File: config.mk
export PLATFORM = sky130hd
export DESIGN_NAME = audio_dac_tx
export DESIGN_NICKNAME = d
export VERILOG_FILES = /design/src/rtl/audio_pkg.sv /design/src/rtl/audio_frame_fifo.sv /design/src/rtl/audio_dac_tx.sv
export SDC_FILE = /design/constraint.sdc
export NUM_CORES = 1
export LEC_CHECK = 0
export CAP_MARGIN = 20
export CORE_ASPECT_RATIO = 1.4
export CORE_MARGIN = 4
export CORE_UTILIZATION = 54
export DETAILED_ROUTE_END_ITERATION = 10
export PLACE_DENSITY = 0.77
export SYNTH_ARGS = -nofsm -noshare
export SYNTH_HDL_FRONTEND = slang
export SYNTH_SLANG_ARGS = --single-unit
File: constraint.sdc
create_clock -name ck -period 3.9 [get_ports ck]
set_clock_uncertainty 0.2 [all_clocks]
set_input_delay 0.975 -clock ck [delete_from_list [all_inputs] [get_ports ck]]
set_output_delay 0.975 -clock ck [all_outputs]
set_load 0.02 [all_outputs]
File: src/rtl/audio_pkg.sv
// Shared types for the codec audio path: sample width, stereo frame layout
// and the DAC transmitter frame states.
package audio_pkg;

   localparam int AUDIO_DATA_W = 24;

   typedef struct packed {
      logic [AUDIO_DATA_W-1:0] left;
      logic [AUDIO_DATA_W-1:0] right;
   } stereo_frame_t;

   typedef enum logic [1:0] {
      TX_IDLE  = 2'd0,
      TX_LEFT  = 2'd1,
      TX_RIGHT = 2'd2
   } dac_tx_state_t;

endpackage

File: src/rtl/audio_frame_fifo.sv
// Show-ahead synchronous FIFO of stereo frames. A pop frees a slot for a
// push in the same cycle, so push+pop while full keeps the level at DEPTH.
module audio_frame_fifo
   import audio_pkg::*;
#(
   parameter int DEPTH = 4
) (
   input  logic                   ck,
   input  logic                   rst_n,
   input  logic                   push,
   input  stereo_frame_t          push_data,
   input  logic                   pop,
   output stereo_frame_t          pop_data,
   output logic                   full,
   output logic                   empty,
   output logic [$clog2(DEPTH):0] level
);

   localparam int PTR_W = $clog2(DEPTH);
   localparam int LVL_W = PTR_W + 1;

   stereo_frame_t    mem [DEPTH];
   logic [PTR_W-1:0] wr_ptr;
   logic [PTR_W-1:0] rd_ptr;
   logic [LVL_W-1:0] level_nxt;
   logic             do_push;
   logic             do_pop;

   assign empty    = (level == '0);
   assign do_pop   = pop && !empty;
   assign do_push  = push && (!full || do_pop);
   assign pop_data = mem[rd_ptr];

   // NOTE: give every always_comb output a default first so no path leaves it unassigned (latch).
   always_comb begin
      level_nxt = level;
      if (do_push && !do_pop)
         level_nxt = level + 1'b1;
      else if (do_pop && !do_push)
         level_nxt = level - 1'b1;
   end

   // NOTE: state registers use non-blocking assignments so every flop samples pre-edge values.
   always_ff @(posedge ck or negedge rst_n) begin
      if (!rst_n) begin
         wr_ptr <= '0;
         rd_ptr <= '0;
         level  <= '0;
         full   <= 1'b0;
      end else begin
         if (do_push)
            wr_ptr <= wr_ptr + 1'b1;
         if (do_pop)
            rd_ptr <= rd_ptr + 1'b1;
         level <= level_nxt;
         full  <= (level_nxt == LVL_W'(DEPTH));
      end
   end

   // NOTE: storage is deliberately not reset; the pointers and level define which entries are valid.
   always_ff @(posedge ck) begin
      if (do_push)
         mem[wr_ptr] <= push_data;
   end

endmodule

File: src/rtl/audio_dac_tx.sv
// WM8731 DAC serialiser: buffers stereo frames and shifts them out MSB-first,
// left-justified, against the codec-mastered bit and frame clocks.
module audio_dac_tx
   import audio_pkg::*;
#(
   parameter int DATA_W     = AUDIO_DATA_W,
   parameter int FIFO_DEPTH = 4
) (
   input  logic                        ck,
   input  logic                        rst_n,
   input  logic                        write,
   input  logic [DATA_W-1:0]           writedata_left,
   input  logic [DATA_W-1:0]           writedata_right,
   output logic                        write_ready,
   input  logic                        aud_bclk,
   input  logic                        aud_daclrck,
   output logic                        aud_dacdat,
   output logic                        underflow,
   output logic [$clog2(FIFO_DEPTH):0] fifo_level
);

   localparam int CNT_W = $clog2(DATA_W + 1);

   logic [1:0]        bclk_sync;
   logic [1:0]        lrck_sync;
   logic              bclk_d;
   logic              bclk_fall;
   logic              lrck;
   logic              lrck_q;
   logic              lrck_rise;
   logic              lrck_fall;

   dac_tx_state_t     state;
   logic [DATA_W-1:0] shreg;
   logic [DATA_W-1:0] rbuf;
   logic [CNT_W-1:0]  bit_cnt;

   stereo_frame_t     push_frame;
   stereo_frame_t     pop_frame;
   logic              fifo_full;
   logic              fifo_empty;
   logic              fifo_pop;

   // Both codec clocks see identical synchroniser latency, so LRCK stays aligned to BCLK.
   always_ff @(posedge ck or negedge rst_n) begin
      if (!rst_n) begin
         bclk_sync <= '0;
         lrck_sync <= '0;
         bclk_d    <= 1'b0;
      end else begin
         bclk_sync <= {bclk_sync[0], aud_bclk};
         lrck_sync <= {lrck_sync[0], aud_daclrck};
         bclk_d    <= bclk_sync[1];
      end
   end

   assign bclk_fall = bclk_d && !bclk_sync[1];
   assign lrck      = lrck_sync[1];
   assign lrck_rise = lrck && !lrck_q;
   assign lrck_fall = !lrck && lrck_q;

   assign push_frame  = '{left: writedata_left, right: writedata_right};
   assign fifo_pop    = bclk_fall && lrck_rise && !fifo_empty;
   assign write_ready = !fifo_full;

   audio_frame_fifo #(
      .DEPTH     (FIFO_DEPTH)
   ) u_fifo (
      .ck        (ck),
      .rst_n     (rst_n),
      .push      (write),
      .push_data (push_frame),
      .pop       (fifo_pop),
      .pop_data  (pop_frame),
      .full      (fifo_full),
      .empty     (fifo_empty),
      .level     (fifo_level)
   );

   // lrck_q resets high so a frame can only start after a genuine LRCK 0->1.
   always_ff @(posedge ck or negedge rst_n) begin
      if (!rst_n) begin
         state      <= TX_IDLE;
         lrck_q     <= 1'b1;
         shreg      <= '0;
         rbuf       <= '0;
         bit_cnt    <= '0;
         aud_dacdat <= 1'b0;
         underflow  <= 1'b0;
      end else begin
         underflow <= 1'b0;
         if (bclk_fall) begin
            lrck_q <= lrck;
            if (lrck_rise) begin
               state   <= TX_LEFT;
               bit_cnt <= CNT_W'(1);
               if (!fifo_empty) begin
                  shreg      <= pop_frame.left;
                  rbuf       <= pop_frame.right;
                  aud_dacdat <= pop_frame.left[DATA_W-1];
               end else begin
                  shreg      <= '0;
                  rbuf       <= '0;
                  aud_dacdat <= 1'b0;
                  underflow  <= 1'b1;
               end
            end else begin
               case (state)
                  TX_IDLE: aud_dacdat <= 1'b0;
                  TX_LEFT, TX_RIGHT: begin
                     if (state == TX_LEFT && lrck_fall) begin
                        state      <= TX_RIGHT;
                        shreg      <= rbuf;
                        aud_dacdat <= rbuf[DATA_W-1];
                        bit_cnt    <= CNT_W'(1);
                     end else if (bit_cnt < CNT_W'(DATA_W)) begin
                        shreg      <= {shreg[DATA_W-2:0], 1'b0};
                        aud_dacdat <= shreg[DATA_W-2];
                        bit_cnt    <= bit_cnt + 1'b1;
                     end else begin
                        aud_dacdat <= 1'b0;
                     end
                  end
                  default: state <= TX_IDLE;
               endcase
            end
         end
      end
   end

endmodule
==> results of run 1 <==
==> per-stage QoR <==
step | util | instance area (µm²)
2_1_floorplan | - | 10400
3_3_place_gp | 0.601 | 11300
3_5_place_dp | 0.601 | 11300
4_1_cts | 0.640 | 12000
5_1_grt | 0.640 | 12000
6_report | 0.640 | 12000
==> layer usage <==
metal,vias to the layer above,routed length [µm],track usage
met3,32,873,0.0219
met2,152,10100,0.324
met1,2682,8360,0.260
li1,2296,-,-
met4,0,408,0.0467
met5,-,0,0
==> synth_stat cells (2+ instances only) <==
library cell and count:
a211o_1 2, buf_1 3, buf_6 3, dfrtp_1 69, a21o_1 2, buf_2 6, xnor2_1 3, a221o_1 23
a31oi_1 3, mux2_2 5, and2_1 5, edfxtp_1 192, nand4_1 3, inv_1 10, nor2b_1 4, a21oi_1 4
nand3_1 2, mux2i_1 2, nor2_1 5, nor4_1 2, o21ai_0 4, mux2_4 20, clkbuf_1 13, mux4_2 48
buf_12 2, nor3_1 3, a22o_1 25, nand2b_1 4, and3_1 25, ha_1 10, nand2_1 9
==> worst register-to-register path: cells and delay by family (launching register included) <==
family,cells,cell delay [ps]
AO/OA/AOI/OAI,1,490
AND/OR/NAND/NOR,3,830
buffers and inverters,2,370
adder cells (fa/ha/maj),1,200
flip-flops,1,430
==> placed cells by master (no fill, tap or decap), types with 3 or more instances in the layout <==
| cell | count |
|---|---|
| nor3_1 | 3 |
| inv_1 | 10 |
| a221o_1 | 23 |
| clkinv_2 | 4 |
| clkdlybuf4s50_1 | 57 |
| a21oi_1 | 4 |
| buf_4 | 12 |
| mux4_2 | 48 |
| ha_1 | 10 |
| edfxtp_1 | 192 |
| nand2_1 | 9 |
| mux2_4 | 20 |
| nand2b_1 | 4 |
| nand4_1 | 3 |
| buf_12 | 4 |
| o21ai_0 | 4 |
| clkbuf_16 | 23 |
| and3_1 | 25 |
| clkbuf_1 | 7 |
| a22o_1 | 25 |
| a31oi_1 | 3 |
| dfrtp_1 | 67 |
| and2_2 | 4 |
| clkbuf_8 | 3 |
| nor2_1 | 5 |
| mux2_2 | 5 |
| xnor2_1 | 3 |
| nor2b_1 | 4 |
==> registers in the layout, indices dropped and copies added (netlist names), 2 cells and up <==
name and cells:
u_fifo.mem 192, rbuf 24, shreg 23, bit_cnt 5
u_fifo.level 3, bclk_sync 2, lrck_sync 2, state 2
u_fifo.rd_ptr 2, u_fifo.wr_ptr 2
==> worst paths after layout <==
check,endpoint,depth (start not counted),start
worst max register to register,u_fifo.mem[2][46],7,u_fifo.level[1]
worst max-delay path,u_fifo.mem[2][46],5,write
worst min-delay path,lrck_sync[1],0,lrck_sync[0]
worst min register to register,lrck_sync[1],0,lrck_sync[0]
min in group asynchronous,rbuf[10],1,rst_n
max in group asynchronous,lrck_q,2,rst_n
==> layout make-up <==
| class | count | area share |
|---|---|---|
| well taps | 244 | 0.0255 |
| clock inverters | 7 | 0.00730 |
| multi-input cells | 228 | 0.221 |
| inverters | 10 | 0.00313 |
| flip-flops and latches | 262 | 0.627 |
| clock buffers | 33 | 0.0536 |
| repair buffers | 74 | 0.0622 |
==> where the power goes <==
group | switching [µW] | internal [µW]
Combinational | 966 | 1240
Clock | 920 | 1280
Sequential | 507 | 3720
Total | 2390 | 6240
==> kinds of logic after synthesis <==
kind of cell    synth area share
fa+ha+maj                 0.0121
compound gates            0.0589
xor+xnor                 0.00254
flops                      0.725
simple gates              0.0391
mux                        0.142
buf+inv                   0.0202
==> results.sh, run 1 <==
export IMPL_outcome="finished, final reports clean"
export IMPL_cts_inserted_buffers=23
export IMPL_fp_coreArea_um2=18800
export IMPL_irDropWorstVdd_mv=0.457
export IMPL_critPathMaxFanout=30
export IMPL_synth_avg_cell_area_um2=19.6
export IMPL_syn_area_um2=10400
export IMPL_slowest_delay_ps=560
export IMPL_area_growth_pct=15.7
export IMPL_drt_iter0_markers=588
export IMPL_gr_total_overflow=0
export IMPL_viasPerCell=6.02
export IMPL_initial_utilization=0.553
export IMPL_timing_final_crit_share=0.757
export IMPL_root_buffer="clkbuf_16"
export IMPL_die_h_um=172
export IMPL_first_pass_iters=5
export IMPL_cts_sinks=262
export IMPL_ios=59
export IMPL_synth_warning_count=0
export IMPL_via_count=5162
export IMPL_antenna_left=0
export IMPL_cp_slowest_cell="clkdlybuf4s50_1"
export IMPL_htreeDepth=1
export IMPL_clk_latency_ps=490
export IMPL_grt_pass1_wl_mm=31.8
export IMPL_hold_ws_ps=170
export IMPL_setup_viol=0
export IMPL_place_ws_ps=440
export IMPL_clockBufferDepth=3
export IMPL_layout_cells_non_filler=858
export IMPL_wl_per_cell_um=23.1
export IMPL_fmax_mhz=339
export IMPL_async_flop_share=0.267
export IMPL_maxCapViolCount=0
export IMPL_r2r_slack_ps=1050
export IMPL_startpoint_type="input port"
export IMPL_ys_seq_area_frac=0.725
export IMPL_p_leak_uw=0.00433
export IMPL_cts_tree="built"
export IMPL_period_minus_slack_ps=2950
export IMPL_max_slew_margin_rel=0.324
export IMPL_tns_ps=0
export IMPL_synth_edf_count=192
export IMPL_synth_top_area_frac=0.556
export IMPL_rsz0062_at_grt="false"
export IMPL_final_nets=662
export IMPL_antenna_found_initial=0
export IMPL_grtUsageTotal=0.187
export IMPL_place_congestion=0.787
export IMPL_synth_area_leaders="edfxtp_1 56%, dfrtp_1 17%, mux4_2 10%, mux2_4 2.9%, a221o_1 2.2%"
export IMPL_grt_max_degree=43
export IMPL_p_total_uw=8630
export IMPL_dp_hpwl_mm=12.7
export IMPL_port_buffers=58
export IMPL_antenna_cells=0
export IMPL_worst_slew_pin_slew_ps=1010
export IMPL_seq_area_um2=7520
export IMPL_criticalPathCategory="in2reg"
export IMPL_yosysTopAreaCell="edfxtp_1"
export IMPL_dieArea_um2=21500
export IMPL_hold_violations=0
export IMPL_layout_drive_gt1_share=0.217
export IMPL_cp_top_family="buffers and inverters"
export IMPL_drv_slew=0
export IMPL_die_x_um=125
export IMPL_ctsHoldBuffers=0
export IMPL_cp_end_kind="flop"
export IMPL_post_cts_resized=0
export IMPL_hold_path_class="reg2reg"
export IMPL_remaining_drc_errors=0
export IMPL_clk_pin_slew_ps=70
export IMPL_post_cts_setup_buffers=0
export IMPL_cp_arrival_ps=2940
export IMPL_synthCells=528
export IMPL_path_cells="clkdlybuf4s50_1 > inv_1 > a21oi_1 > and2_2 > buf_12"
export IMPL_cp_data_required_time_ps=3890
export IMPL_p_per_area_nw_per_um2=720
export IMPL_synth_cell_types=48
export IMPL_dp_cells=818
export IMPL_fp_row_count=59
export IMPL_grt_pass1_vias=5561
export IMPL_fillers=1308
export IMPL_cp_num_buf_inv=3
export IMPL_multi_input_area_um2=2650
export IMPL_synth_fp_nets=591
export IMPL_finalWirelength_mm=19.8
export IMPL_yosys_most_used_dff="edfxtp_1"
export IMPL_ys_seq_elements=262
export IMPL_setup_slack_ps=949
Power figures use the tool's default switching activity.
==> run 2, diff against run 1 <==
CORE_UTILIZATION = 53   (was 54)
PLACE_DENSITY = 0.79   (was 0.77)
clock period = 2.7 ns   (was 3.9 ns; I/O delays follow)
==> results.sh, run 2 (same netlist as run 1, synthesis figures left out) <==
export IMPL_path_cells="inv_1 > clkdlybuf4s50_1"
export IMPL_tns_ps=0
export IMPL_via_count=5405
export IMPL_cts_sinks=262
export IMPL_cts_tree="built"
export IMPL_cp_arrival_ps=1640
export IMPL_largest_reg_flops=192
export IMPL_cts_inserted_buffers=25
export IMPL_period_minus_slack_ps=2520
export IMPL_final_cell_mix="192 x edfxtp_1, 67 x dfrtp_1, 57 x clkdlybuf4s50_1"
export IMPL_fp_coreArea_um2=19200
export IMPL_remaining_drc_errors=0
export IMPL_fp_row_count=60
export IMPL_area_growth_pct=18.8
export IMPL_finalWirelength_mm=21.6
export IMPL_cp_top_family="buffers and inverters"
export IMPL_p_total_uw=13200
export IMPL_hold_violations=0
export IMPL_htreeDepth=1
export IMPL_dieArea_um2=21900
export IMPL_wl_met3_um=892
export IMPL_r2r_end="u_fifo.mem[2][31]"
export IMPL_place_congestion=0.784
export IMPL_worst_slew_pin_slew_ps=571
export IMPL_die_h_um=173
export IMPL_seq_area_um2=7520
export IMPL_root_buffer="clkbuf_16"
export IMPL_cp_end_kind="output port"
export IMPL_grtUsageTotal=0.201
export IMPL_p_leak_uw=0.00447
export IMPL_grt_pass1_vias=5792
export IMPL_maxCapViolCount=0
export IMPL_drt_iter0_markers=513
export IMPL_criticalPathCategory="reg2out"
export IMPL_gr_total_overflow=0
export IMPL_grt_pass1_wl_mm=34.3
export IMPL_cp_num_buf_inv=2
export IMPL_ios=59
export IMPL_p_per_area_nw_per_um2=1070
export IMPL_first_pass_iters=5
export IMPL_met1_length_mm=7.73
export IMPL_port_buffers=58
export IMPL_timing_final_crit_share=0.933
export IMPL_fmax_mhz=397
export IMPL_drv_slew=0
export IMPL_cp_data_required_time_ps=1820
export IMPL_fillers=1309
export IMPL_setup_viol=0
export IMPL_die_x_um=126
export IMPL_dpl_cell_area_um2=11400
export IMPL_outcome="finished, final reports clean"
export IMPL_dp_cells=831
export IMPL_slowest_delay_ps=600
export IMPL_irDropWorstVdd_mv=0.514
export IMPL_multi_input_area_um2=2650
export IMPL_critical_path_depth=2
export IMPL_regToRegStartpoint="u_fifo.level[0]"
export IMPL_startpoint="u_fifo.full"
export IMPL_wl_per_cell_um=24.6
export IMPL_initial_utilization=0.539
export IMPL_grt_max_degree=42
export IMPL_clk_latency_ps=530
export IMPL_rsz0062_at_grt="false"
export IMPL_antenna_cells=0
export IMPL_r2r_slack_ps=210
export IMPL_hold_path_class="reg2reg"
export IMPL_antenna_left=0
export IMPL_dr_wl_met2_mm=12.1
export IMPL_cp_slowest_cell="clkdlybuf4s50_1"
export IMPL_layout_drive_gt1_share=0.237
export IMPL_layout_commonest_cell="edfxtp_1"
export IMPL_highest_layer="met4"
export IMPL_antenna_found_initial=0
export IMPL_dp_hpwl_mm=13.4
export IMPL_clockBufferDepth=3
export IMPL_final_area_um2=12300
export IMPL_startpoint_type="flop"
export IMPL_top_regs="u_fifo.mem (192), rbuf (24), shreg (23)"
export IMPL_critPathMaxFanout=5
export IMPL_final_nets=674
export IMPL_clk_pin_slew_ps=60
export IMPL_largest_register="u_fifo.mem"
export IMPL_r2r_cells=8
export IMPL_viasPerCell=6.16
export IMPL_crit_end="write_ready"
export IMPL_layout_cells_non_filler=878
export IMPL_max_slew_margin_rel=0.618
[run 2: cell count changes in the layout (fill, tap and decap cells not counted), sizes merged]
cell | previous run | this run
clkinv | 4 | 3
clkbuf | 33 | 37
dlygate4sd3 | 0 | 1
inv | 10 | 12
bufinv | 2 | 3
buf | 17 | 26
[run 2: cell type report]
type,instances,share of cell area
Clock buffer,37,0.0593
Tap cell,248,0.0252
Inverter,10,0.00305
Timing Repair Buffer,84,0.0760
Clock inverter,9,0.0105
Sequential cell,262,0.611
Multi-Input combinational cell,228,0.215
[run 2: report_power, final]
part / total, µW / switching (µW) / internal, µW
Sequential: 5870 / 492 / 5380
Clock: 3590 / 1430 / 2160
Combinational: 3730 / 1800 / 1930
Total: 13200 / 3720 / 9470
[run 2: worst min path at each step]
stage / start / to / slack, ps / depth (start not counted)
detailed placement: lrck_sync[0] / lrck_sync[1] / 150 / 0
global placement: lrck_sync[0] / lrck_sync[1] / 140 / 0
CTS: lrck_sync[0] / lrck_sync[1] / 170 / 0
global route: lrck_sync[0] / lrck_sync[1] / 170 / 0
floorplan: bclk_sync[0] / bclk_sync[1] / 130 / 0
finish: lrck_sync[0] / lrck_sync[1] / 170 / 0
[run 2: what timing repair did]
action,in CTS,in global routing
buffers inserted,0,0
setup endpoints to repair,0,4
endpoints found under the hold margin,11,0
gates resized for setup,0,1
hold buffers,1,0
[run 2: per-layer routing]
layer / up-vias / global-route usage
li1: 2323 / -
met1: 2850 / 0.243
met2: 179 / 0.364
met3: 53 / 0.0250
met4: 0 / 0.0814
met5: - / 0
[run 2: stage by stage]
stage | setup WS, ps | utilization | hold slack [ps]
3_3_place_gp | 169 | 0.595 | 145
6_report | 181 | 0.641 | 170
5_1_grt | 52.0 | 0.641 | 174
2_1_floorplan | 3.31 | - | 131
3_5_place_dp | 125 | 0.595 | 150
4_1_cts | 164 | 0.641 | 173
==> run 3, diff against run 2 <==
REMOVE_ABC_BUFFERS = 1   (was not set)
==> results.sh, run 3 (same netlist as run 1, synthesis figures left out) <==
export IMPL_outcome="finished, final reports clean"
export IMPL_grtUsageTotal=0.195
export IMPL_r2r_cells=8
export IMPL_timing_final_crit_share=0.931
export IMPL_cp_end_kind="output port"
export IMPL_r2r_slack_ps=250
export IMPL_clk_pin_slew_ps=60
export IMPL_hold_path_class="reg2reg"
export IMPL_p_per_area_nw_per_um2=1060
export IMPL_tns_ps=0
export IMPL_layout_cells_non_filler=887
export IMPL_place_congestion=0.751
export IMPL_wl_per_cell_um=23.8
export IMPL_layout_commonest_cell="edfxtp_1"
export IMPL_gr_total_overflow=0
export IMPL_fp_coreArea_um2=19200
export IMPL_area_growth_pct=19.8
export IMPL_initial_utilization=0.539
export IMPL_cp_slowest_cell="clkdlybuf4s50_1"
export IMPL_dp_cells=838
export IMPL_fillers=1298
export IMPL_maxCapViolCount=0
export IMPL_max_slew_margin_rel=0.559
export IMPL_via_count=5460
export IMPL_min_from="bclk_sync[0]"
export IMPL_r2r_end="u_fifo.mem[0][27]"
export IMPL_cts_sinks=262
export IMPL_irDropWorstVdd_mv=0.651
export IMPL_startpoint_type="flop"
export IMPL_root_buffer="clkbuf_16"
export IMPL_first_pass_iters=5
export IMPL_clockBufferDepth=3
export IMPL_fp_row_count=60
export IMPL_cp_arrival_ps=1640
export IMPL_antenna_cells=0
export IMPL_viasPerCell=6.16
export IMPL_layout_drive_gt1_share=0.249
export IMPL_period_minus_slack_ps=2510
export IMPL_finalWirelength_mm=21.2
export IMPL_fmax_mhz=398
export IMPL_dieArea_um2=21900
export IMPL_hold_ws_ps=171
export IMPL_die_x_um=126
export IMPL_slowest_delay_ps=650
export IMPL_drv_slew=0
export IMPL_path_cells="clkdlybuf4s50_1"
export IMPL_setup_viol=0
export IMPL_cp_data_required_time_ps=1820
export IMPL_critPathMaxFanout=6
export IMPL_post_cts_setup_buffers=0
export IMPL_hold_violations=0
export IMPL_drt_iter0_markers=540
export IMPL_grt_pass1_vias=5979
export IMPL_cp_top_family="buffers and inverters"
export IMPL_multi_input_area_um2=2650
export IMPL_cts_inserted_buffers=26
export IMPL_cp_num_buf_inv=1
export IMPL_grt_max_degree=36
export IMPL_final_nets=682
export IMPL_regToRegStartpoint="u_fifo.level[0]"
export IMPL_criticalPathCategory="reg2out"
export IMPL_min_delay_path_depth=0
export IMPL_dp_hpwl_mm=13.1
export IMPL_clk_latency_ps=530
export IMPL_worst_slew_pin_slew_ps=661
export IMPL_remaining_drc_errors=0
export IMPL_antenna_found_initial=0
export IMPL_htreeDepth=1
export IMPL_hold_path_endpoint="bclk_sync[1]"
export IMPL_ios=59
export IMPL_die_h_um=173
export IMPL_critical_path_depth=1
export IMPL_largest_register="u_fifo.mem"
export IMPL_p_leak_uw=0.00453
export IMPL_rsz0062_at_grt="false"
export IMPL_cts_tree="built"
export IMPL_post_cts_resized=0
export IMPL_port_buffers=58
export IMPL_seq_area_um2=7520
export IMPL_largest_reg_flops=192
export IMPL_antenna_left=0
export IMPL_final_cell_mix="192 x edfxtp_1, 67 x dfrtp_1, 57 x clkdlybuf4s50_1"
export IMPL_top_regs="u_fifo.mem (192), rbuf (24), shreg (23)"
export IMPL_grt_pass1_wl_mm=33.6
run 3: metrics by stage:
step | cell area (µm²) | worst slack [ps] | util | total power (µW)
final | 12400 | 187 | 0.646 | 13100
after global routing | 12400 | 138 | 0.646 | 13800
after CTS | 12400 | 183 | 0.646 | 13200
after detailed placement | 11500 | 200 | 0.600 | 9590
after global placement | 11500 | 194 | 0.600 | 9370
after floorplan | 10200 | -843 | - | 8270
run 3: layout make-up:
| type | instances | share of cell area |
|---|---|---|
| Clock inverter | 11 | 0.0107 |
| Sequential cell | 262 | 0.606 |
| Timing Repair Buffer | 91 | 0.0816 |
| Multi-Input combinational cell | 228 | 0.213 |
| Inverter | 10 | 0.00302 |
| Clock buffer | 37 | 0.0606 |
| Tap cell | 248 | 0.0250 |
run 3: what timing repair did:
| item | 4_1_cts | 5_1_grt |
|---|---|---|
| hold endpoints to repair | 19 | 0 |
| hold buffers | 1 | 0 |
| endpoints found under the setup margin | 0 | 0 |
run 3: where the power goes:
part           internal [µW]  switching [µW]
Clock                   2140            1470
Sequential              5390             463
Combinational           1960            1720
run 3: layer usage:
layer	global-route usage	share of wire	wire, µm	vias up
met5	0	0	0	-
met4	0.0546	0.023	478	0
met3	0.0274	0.051	1070	42
met2	0.356	0.55	11700	194
met1	0.243	0.37	7930	2883
li1	-	-	-	2341
run 3: worst max path at each step:
stage                             end        startpoint  slack, ps
floorplan                   shreg[10]  u_fifo.rd_ptr[0]       -840
global placement    u_fifo.mem[1][47]             write        190
detailed placement  u_fifo.mem[0][47]             write        200
CTS                       write_ready       u_fifo.full        180
global route        u_fifo.mem[0][27]   u_fifo.level[0]        140
finish                  fifo_level[2]   u_fifo.level[2]        190
run 3: worst register-to-register path: stages, from the launching register on:
cell      delay [ps]
dfrtp_1          410
inv_1            120
ha_1             220
nand2b_1         180
nand2_1          160
a21oi_1          180
buf_4            170
and2_2           270
buf_12           210
